File: config.mk
export PLATFORM = sky130hd
export DESIGN_NAME = sbox_share_arbiter
export DESIGN_NICKNAME = d
export VERILOG_FILES = /design/src/rtl/sbox_share_arbiter.sv
export SDC_FILE = /design/constraint.sdc
export NUM_CORES = 1
export LEC_CHECK = 0
export BUFFER_PORTS_ARGS = -buffer_cell sky130_fd_sc_hd__buf_2
export CAP_MARGIN = 20
export CORE_MARGIN = 4
export CORE_UTILIZATION = 35
export CTS_CLUSTER_SIZE = 28
export DETAILED_ROUTE_END_ITERATION = 10
export PLACE_DENSITY = 0.66
export SYNTH_ARGS = -nofsm -noshare
export SYNTH_HDL_FRONTEND = slang
export SYNTH_SLANG_ARGS = --single-unit
File: constraint.sdc
create_clock -name clk -period 5.8 [get_ports clk]
set_input_delay 1.45 -clock clk [delete_from_list [all_inputs] [get_ports clk]]
set_output_delay 1.45 -clock clk [all_outputs]
set_load 0.005 [all_outputs]
File: src/rtl/sbox_share_arbiter.sv
// ============================================================================
// Module      : sbox_share_arbiter
// Description : Time-shares one combinational SBox between AES SubBytes and
//               key-expansion SubWord, one byte per clock.
// Revision    : 1.0 - initial release
// ============================================================================
`default_nettype none

module sbox_share_arbiter #(
    parameter int SB_BYTES = 16,
    parameter int KX_BYTES = 4
) (
    input  logic                  clk,
    input  logic                  rst,
    input  logic                  sb_req,
    input  logic [8*SB_BYTES-1:0] sb_state_in,
    output logic                  sb_done,
    output logic [8*SB_BYTES-1:0] sb_state_out,
    input  logic                  kx_req,
    input  logic [8*KX_BYTES-1:0] kx_word_in,
    output logic                  kx_done,
    output logic [8*KX_BYTES-1:0] kx_word_out,
    output logic [7:0]            sbox_in,
    input  logic [7:0]            sbox_out,
    output logic                  busy
);

    localparam int IDX_W    = $clog2(SB_BYTES);
    localparam int KX_IDX_W = $clog2(KX_BYTES);

    localparam logic [IDX_W-1:0]    c_sb_last = IDX_W'(SB_BYTES - 1);
    localparam logic [KX_IDX_W-1:0] c_kx_last = KX_IDX_W'(KX_BYTES - 1);
    localparam logic [IDX_W-1:0]    c_idx_one = IDX_W'(1);

    typedef enum logic [1:0] {
        ST_IDLE   = 2'd0,
        ST_RUN_SB = 2'd1,
        ST_RUN_KX = 2'd2
    } state_t;

    state_t                  r_state;
    state_t                  w_state_nxt;
    logic [IDX_W-1:0]        r_idx;
    logic                    r_pend_sb;
    logic                    r_pend_kx;
    logic                    r_last_kx;
    logic [8*SB_BYTES-1:0]   r_sb_cap;
    logic [8*KX_BYTES-1:0]   r_kx_cap;
    logic [8*SB_BYTES-1:0]   r_sb_out;
    logic [8*KX_BYTES-1:0]   r_kx_out;
    logic                    r_sb_done;
    logic                    r_kx_done;

    logic                    w_eff_sb;
    logic                    w_eff_kx;
    logic                    w_grant_sb;
    logic                    w_grant_kx;
    logic                    w_last_byte;
    logic [KX_IDX_W-1:0]     w_kx_idx;

    assign w_eff_sb = r_pend_sb | sb_req;
    assign w_eff_kx = r_pend_kx | kx_req;
    assign w_kx_idx = r_idx[KX_IDX_W-1:0];

    always_comb begin
        w_state_nxt = r_state;
        w_grant_sb  = 1'b0;
        w_grant_kx  = 1'b0;
        w_last_byte = 1'b0;
        sbox_in     = 8'h00;
        case (r_state)
            ST_IDLE: begin
                // On a tie the requester that did not win last time goes first
                if (w_eff_sb && w_eff_kx) begin
                    w_grant_kx = ~r_last_kx;
                    w_grant_sb = r_last_kx;
                end else begin
                    w_grant_sb = w_eff_sb;
                    w_grant_kx = w_eff_kx;
                end
                if (w_grant_sb) begin
                    w_state_nxt = ST_RUN_SB;
                end else if (w_grant_kx) begin
                    w_state_nxt = ST_RUN_KX;
                end
            end
            ST_RUN_SB: begin
                sbox_in     = r_sb_cap[{r_idx, 3'b000} +: 8];
                w_last_byte = (r_idx == c_sb_last);
                if (w_last_byte) begin
                    w_state_nxt = ST_IDLE;
                end
            end
            ST_RUN_KX: begin
                sbox_in     = r_kx_cap[{w_kx_idx, 3'b000} +: 8];
                w_last_byte = (w_kx_idx == c_kx_last);
                if (w_last_byte) begin
                    w_state_nxt = ST_IDLE;
                end
            end
            default: begin
                w_state_nxt = ST_IDLE;
            end
        endcase
    end

    always_ff @(posedge clk) begin
        if (rst) begin
            r_state   <= ST_IDLE;
            r_idx     <= '0;
            r_pend_sb <= 1'b0;
            r_pend_kx <= 1'b0;
            r_last_kx <= 1'b0;
            r_sb_cap  <= '0;
            r_kx_cap  <= '0;
            r_sb_out  <= '0;
            r_kx_out  <= '0;
            r_sb_done <= 1'b0;
            r_kx_done <= 1'b0;
        end else begin
            r_state   <= w_state_nxt;
            // A request arriving mid-operation stays latched for a later grant
            r_pend_sb <= w_eff_sb & ~w_grant_sb;
            r_pend_kx <= w_eff_kx & ~w_grant_kx;
            r_sb_done <= 1'b0;
            r_kx_done <= 1'b0;
            if (w_grant_sb) begin
                r_sb_cap  <= sb_state_in;
                r_idx     <= '0;
                r_last_kx <= 1'b0;
            end else if (w_grant_kx) begin
                r_kx_cap  <= kx_word_in;
                r_idx     <= '0;
                r_last_kx <= 1'b1;
            end else if (r_state == ST_RUN_SB) begin
                r_sb_out[{r_idx, 3'b000} +: 8] <= sbox_out;
                r_idx     <= r_idx + c_idx_one;
                r_sb_done <= w_last_byte;
            end else if (r_state == ST_RUN_KX) begin
                r_kx_out[{w_kx_idx, 3'b000} +: 8] <= sbox_out;
                r_idx     <= r_idx + c_idx_one;
                r_kx_done <= w_last_byte;
            end
        end
    end

    assign sb_done      = r_sb_done;
    assign kx_done      = r_kx_done;
    assign sb_state_out = r_sb_out;
    assign kx_word_out  = r_kx_out;
    assign busy         = (r_state != ST_IDLE);

endmodule

`default_nettype wire
# Word level (Yosys, flattened, before mapping)

Index checks and enable logic that the tools add are counted.

Register bits after elaboration: 331
Input bits: 172
Output and inout bits: 171
Logic and storage cells: 65

Add/sub/neg operators: 3
Eq/ne operators: 7
Shifts and indexed selects: 6
Mux-type cells: 17
Bitwise logic cells: 9
Reductions and logical operators: 12

Operator list:

| cell                                                                    | count |
|---|---|
| 128-bit bitwise mux                                                     | 1 |
| 8-bit by 9-bit variable shift with 128-bit output, first input constant | 1 |
| 128-bit by 8-bit variable part select with 8-bit output                 | 1 |
| 8-bit by 9-bit variable part select with 128-bit output                 | 1 |
| 32-bit bitwise mux                                                      | 1 |
| 8-bit by 7-bit variable shift with 32-bit output, first input constant  | 1 |
| 32-bit by 6-bit variable part select with 8-bit output                  | 1 |
| 8-bit by 7-bit variable part select with 32-bit output                  | 1 |
| 8-bit one-hot mux with 2 select lines                                   | 1 |
| 7-bit negator with 9-bit output                                         | 1 |
| 2-bit 2-to-1 mux                                                        | 4 |
| 4-bit 2-to-1 mux                                                        | 2 |
| 1-bit 2-to-1 mux                                                        | 7 |
| 5-bit negator with 7-bit output                                         | 1 |
| 2-bit one-hot mux with 3 select lines                                   | 1 |
| 3-bit AND reduction                                                     | 2 |
| 1-bit NOT                                                               | 5 |
| 5-bit OR reduction                                                      | 1 |
| 4-bit by 1-bit adder with 4-bit output, second input constant           | 1 |
| 2-bit equality test, second input constant                              | 2 |
| 4-bit equality test, second input constant                              | 1 |
| 2-bit != test, second input constant                                    | 2 |
| 4-bit AND reduction                                                     | 1 |
| 2-bit nonzero test                                                      | 2 |
| other kinds (10)                                                        | 12 |

# Longest topological paths before layout

Gate-level depths: netlist (run 1).

Depth after elaboration: 7
Gate-level depth with buffers: 12
Mapped depth without buffers: 7

# Worst setup path after synthesis (run 1)

OpenSTA, ideal clock, no wires.

Path type: register to output
Start point: reg r_idx[0]
End point: out sbox_in[5]
Arrival time: 1.567 ns
Data required time: 4.350 ns
Setup slack: 2.783 ns
Stages on the path, launching flop included: 6
Cell sequence: dfxtp_1 > buf_6 > buf_2 > mux4_2 > a22oi_1 > o21ai_0

Cells in the longest elaborated chain, start to end: 2

Ends and longest elaborated chain:

| item                                                                                                                                     | RTL line | RTL |
|---|---|---|
| start: declaration                                                                                                                       | 43       | `logic [IDX_W-1:0] r_idx;` |
| start signal: assignment                                                                                                                 | 137      | `r_idx <= r_idx + c_idx_one;` |
| start signal: assignment                                                                                                                 | 141      | `r_idx <= r_idx + c_idx_one;` |
| 128-bit by 8-bit variable part select with 8-bit output / 32-bit by 6-bit variable part select with 8-bit output (equally long branches) | 88, 95   |  |
| 8-bit one-hot mux with 2 select lines *                                                                                                  | 71       | `case (r_state)` |
| end: declaration                                                                                                                         | 23       | `output logic [7:0] sbox_in,` |

Mark *: on every way between the ends. The rest lies on a longest branch, timed or not.

# Final worst setup path (run 1)

Start point: reg r_idx[1]
End point: out sbox_in[1]

Same word-level chain as after synthesis.

==> results of run 1 <==
[where the power goes]
part	switching (mW)	total, mW	leakage (nW)	internal, mW
clock	0.955	2.39	0.602	1.43
combinational	0.949	1.50	3.71	0.549
sequential	0.256	2.82	2.69	2.56
total	2.16	6.70	7.00	4.54
[per-layer routing]
metal  vias to the layer above  GRT usage [%]  part of all wire [%]
li1                       5745              -                     -
met1                      5597           26.8                    43
met2                       385           32.8                    47
met3                        83           3.29                   6.3
met4                         0           7.08                   3.4
met5                         -              0                     0
[synth_stat cells (2+ instances only)]
cell      count  share of area (%)
dfxtp_1     331                 49
nand2b_1     91                4.2
nand3_1       8               0.29
a22o_1        8               0.51
buf_2        29                1.1
o21ai_0      35                1.3
mux2i_1     153                 11
nand4_1       8               0.37
nand3b_1     24                1.3
a22oi_1      48                2.6
xor2_1        2               0.13
nand2_1     380                 10
o211ai_1      8               0.44
and2_1        3               0.14
a21oi_1     190                7.0
nor3_1        9               0.33
buf_1         4               0.11
ha_1          9               0.83
or2_2         2              0.092
mux4_2        8                1.3
nor2b_1       6               0.28
nor2_1       62                1.7
inv_1         7               0.19
nor2_8        7                1.0
mux2_2        8               0.66
nor2_2        2              0.092
buf_6         4               0.33
clkbuf_1     75                2.1
[worst max-delay path by stage]
stage	start	end	slack (ns)	depth (start not counted)
floorplan	r_idx[0]$_SDFFE_PP0P_	sbox_in[5]	2.78	5
global placement	r_idx[1]$_SDFFE_PP0P_	sbox_in[1]	2.17	6
detailed placement	r_idx[1]$_SDFFE_PP0P_	sbox_in[1]	2.05	6
CTS	r_idx[1]$_SDFFE_PP0P_	sbox_in[1]	1.46	6
global route	r_idx[1]$_SDFFE_PP0P_	sbox_in[0]	1.36	6
finish	r_idx[1]$_SDFFE_PP0P_	sbox_in[1]	1.49	6
[layout by cell type, fill, tap and decap left out, types with 7 or more instances in the layout]
cell type and n:
clkbuf_16 38, o21ai_0 35, mux2_2 8, nor2_1 61, mux2i_1 153, buf_2 341, inv_1 7, dfxtp_1 329
nand3b_1 24, a21oi_1 190, clkbuf_8 7, nand2b_1 91, nand3_1 8, a22oi_1 48, nand2_1 380, ha_1 9
mux4_2 8, nor3_1 8, nor2_8 7, nand4_1 8, a22o_1 8, buf_4 7, o211ai_1 8
[layout make-up]
| type | count | area [sq um] | area share, % |
|---|---|---|---|
| clock buffer | 51 | 1070 | 6.34 |
| sequential | 331 | 6630 | 39.3 |
| tap | 518 | 648 | 3.84 |
| timing repair buffer | 352 | 1840 | 10.9 |
| multi-input combinational | 1088 | 6490 | 38.5 |
| clock inverter | 15 | 179 | 1.06 |
| inverter | 7 | 26.3 | 0.156 |
[worst max-delay path: stages (launching register included)]
cell,delay [ns]
dfxtp_2,0.80
buf_4,0.46
mux2i_1,0.14
a22oi_1,0.21
o211ai_1,0.13
o21ai_0,0.37
buf_2,0.20
[sequential cells by signal, indices dropped and copies added, names as in the netlist, 2 cells and up]
name,count
kx_word_out,32
sb_state_out,128
r_kx_cap,32
r_sb_cap,128
r_state,2
r_idx,4
[per-stage QoR]
step                      hold slack [ns]  std cells
final                               0.453       2362
after global placement              0.437       2294
after detailed placement            0.446       2296
after CTS                           0.454       2362
after global routing                0.474       2362
after floorplan                     0.433       1539
[kinds of logic after synthesis]
kind of cell,count (synthesis)
xor gates and xnor gates,3
adders and majority gates,9
and+or+nand+nor,611
buffers and inverters,120
DFF,331
AOI/OAI and AO/OA,296
muxes,169
==> metrics.cfg, run 1 <==
[outcome]
status=complete, no violations

[grt]
grt_use_total_pct=20.0
grt_pass1_wl_mm=66.2
antenna_found_initial=0
grt_overflow=0
grt_max_degree=228
grt_pass1_vias=11300

[floorplan]
fp.dieH_um=205
die_w_um=205
fp-row-count=72
die-area_sq_um=42100
start_util_pct=35.3
boundaryPins=343
core_area_sq_um=38600

[flow_run]
maxCapViolations=0

[routing]
remaining_drc_errors=0
wl_per_cell_um=18.7
drtPass1Iterations=5
drtIter0Drc=658
vias=11800
wirelength_mm=44.1
antenna_left=0
avgViaCountPerCell=5.00

[synthesis]
synth_area_sq_um=13600
synthMuxAreaShare_pct=13.2
synth_xor_area_share_pct=0.193
ys_warn_count=0
seq_area_frac_synth_pct=48.6
ys.flop_type=dfxtp_1
syn_avg_cell_area_sq_um=8.85
syn_inst=1539
synth_simple_gate_area_share_pct=20.9
synth.net_count=1720
synth_edf_count=0
synth-async-reset-ratio_pct=0
synth_top_family_by_area=simple AND/OR/NAND/NOR gates
synth-seq-cells=331
ys_types=46
synth_compound_area_share_pct=12.4
synthAdderAreaFrac_pct=0.827

[clock_tree]
postCtsSetupBuffers=0
clk_latency_ns=0.54
cts_made_buffers=37
h-tree-depth=2
cts.repair.resized=0
cts-root-buf=clkbuf_16
cts_hold_buf=0
cts_tree=done
cts_sinks=331
cts_buffer_depth=3
cts.clk_slew.worst_paths_ns=0.06

[power]
power.leakage_nw=7.00
total_power_mw=6.70
pwr_density_cell_nw_per_um2=397
peakVddDrop_uv=380

[setup_path]
reg2reg_slack_ns=2.55
path_max_fanout=31
reg2reg_depth=7
r2r-end=sb_state_out[32]$_SDFFE_PP0P_
critPathKind=reg2out
arrival_ns=2.86
worstSetupEndpointType=primary output
regToRegStartpoint=r_idx[0]$_SDFFE_PP0P_
required_ns=4.35
start_kind=flip-flop

[timing]
tns_ns=0
drv_slew=0
min_period_ns=4.31
finalSetupViolCount=0
post-route-period-util_pct=74.4
max_freq_ghz=0.232
finalHoldViolations=0
setup_slack_ns=1.49
fin_skew_ns=0.0294
slew_headroom_pct=26.8
rsz0062_at_grt=no
tightest_slew_ns=1.09

[layout]
final_area_sq_um=16900
finalNetCount=1998
syn_to_final_growth_pct=23.9
antennaDiodeCount=0
drive_above_1_share_pct=24.5
final_util_pct=43.8
fillers=3862

[placement]
hpwl_mm=31.8
gp_congestion=0.895
io_buffers=342
post-place-ws_ns=2.05
place_area_sq_um=15600

[hold_path]
hold_end=r_sb_cap[49]$_SDFFE_PP0P_
min_path_type=reg2reg
min_from=r_sb_cap[49]$_SDFFE_PP0P_
min_path_cells=2

No activity file was read; power rests on OpenSTA's default activity.
==> run 2, diff against run 1 <==
- clock period: 5.8 -> 4.3 ns (I/O delays scaled with it)
==> run 2 against run 1 <==
Compared with the run above: non-clock buffer count rose by 4; global-route usage rose by 0.35 points; clock power rose by 29%; sequential share of layout area barely moved; register-to-register slack got worse by 1.5 ns; critical path type unchanged; critical endpoint is now sbox_in[3]; largest cell class unchanged.
==> metrics.cfg, run 2 (synthesis gave the netlist of run 1 again) <==
[floorplan]
die_w_um=205
boundaryPins=343
die-area_sq_um=42100
start_util_pct=35.3
fp.dieH_um=205
fp-row-count=72
core_area_sq_um=38600

[routing]
remaining_drc_errors=0
drtPass1Iterations=6
antenna_left=0
drtIter0Drc=909
avgViaCountPerCell=5.05
wl_per_cell_um=18.9
wirelength_mm=44.8
vias=11900

[power]
peakVddDrop_uv=290
total_power_mw=8.92
pwr_density_cell_nw_per_um2=529
power.leakage_nw=7.01

[timing]
drv_slew=0
post-route-period-util_pct=89.5
finalSetupViolCount=0
min_period_ns=3.85
finalHoldViolations=0
max_freq_ghz=0.260
tns_ns=0
fin_skew_ns=0.0298
slew_headroom_pct=29.7
rsz0062_at_grt=no
tightest_slew_ns=1.05

[clock_tree]
cts-root-buf=clkbuf_16
postCtsSetupBuffers=0
cts_tree=done
cts.clk_slew.worst_paths_ns=0.06
h-tree-depth=2
cts_made_buffers=36
cts_hold_buf=0
clk_latency_ns=0.54
cts_sinks=331
cts_buffer_depth=3
cts.repair.resized=0

[placement]
hpwl_mm=32.2
io_buffers=342
gp_congestion=0.873

[grt]
grt_max_degree=200
grt_use_total_pct=20.4
grt_pass1_wl_mm=66.9
grt_overflow=0
grt_pass1_vias=11500
antenna_found_initial=0

[setup_path]
worstSetupEndpointType=primary output
start_kind=flip-flop
arrival_ns=2.77
path_max_fanout=57
critPathKind=reg2out
required_ns=3.22

[layout]
finalNetCount=2001
most-common-layout-cells=nand2_1, buf_2, dfxtp_1
antennaDiodeCount=0
syn_to_final_growth_pct=23.8
final_util_pct=43.8
final_common_cell=nand2_1
fillers=3848
seq_area_sq_um=6630
multi_input_area_sq_um=6490
drive_above_1_share_pct=24.4

[outcome]
status=complete, no violations

[flow_run]
maxCapViolations=0

[hold_path]
min_path_type=reg2reg

==> run 2: changes by cell type in the layout (fill, tap and decap cells not counted), moves of 2 or more <==
cell,previous run,this run
clkbuf_1,6,9
buf_4,7,9
inv_6,3,0
bufinv_16,3,1
clkinvlp_4,4,1
clkinv_2,3,6
buf_12,1,5
==> run 2: final cells by class <==
class,count,area share (%)
tap,518,3.84
inverter,7,0.156
clock inverter,10,0.549
timing repair buffer,356,11.2
sequential,331,39.3
multi-input combinational,1088,38.5
clock buffer,55,6.49
==> run 2: critical path, stage by stage (launching register included) <==
cell and delay (ns):
dfxtp_4 0.91, nor2b_1 0.31, a22oi_1 0.26, o211ai_1 0.13
o21ai_0 0.40, buf_2 0.20
==> run 2: where the power goes <==
part           total [mW]  internal [mW]  switching, mW
clock                3.08           1.82           1.26
sequential           3.80           3.46          0.344
combinational        2.04          0.746           1.29
==> run 2: through the flow <==
step	hold slack [ns]	setup WS, ns	cell area [sq um]	cells
final	0.453	0.453	16900	2365
after global routing	0.474	0.265	16900	2365
after CTS	0.453	0.466	16900	2365
after detailed placement	0.445	1.05	15700	2300
after global placement	0.438	1.07	15700	2300
after floorplan	0.433	1.66	13600	1539
==> run 2: worst paths after layout <==
| check | startpoint | end | slack, ns | cells past startpoint |
|---|---|---|---|---|
| worst max-delay path | r_idx[0]$_SDFFE_PP0P_ | sbox_in[3] | 0.45 | 5 |
| worst min register to register | sb_state_out[64]$_SDFFE_PP0P_ | sb_state_out[64]$_SDFFE_PP0P_ | 0.45 | 2 |
| worst max register to register | r_idx[0]$_SDFFE_PP0P_ | sb_state_out[32]$_SDFFE_PP0P_ | 1.06 | 7 |
| worst min-delay path | sb_state_out[64]$_SDFFE_PP0P_ | sb_state_out[64]$_SDFFE_PP0P_ | 0.45 | 2 |
==> run 2: routing by layer <==
metal	wire (um)	up-vias	track usage, %
met5	0	-	0
met4	1810	0	8.97
met3	2800	89	3.45
li1	-	5756	-
met2	20900	417	33.0
met1	19300	5674	26.8
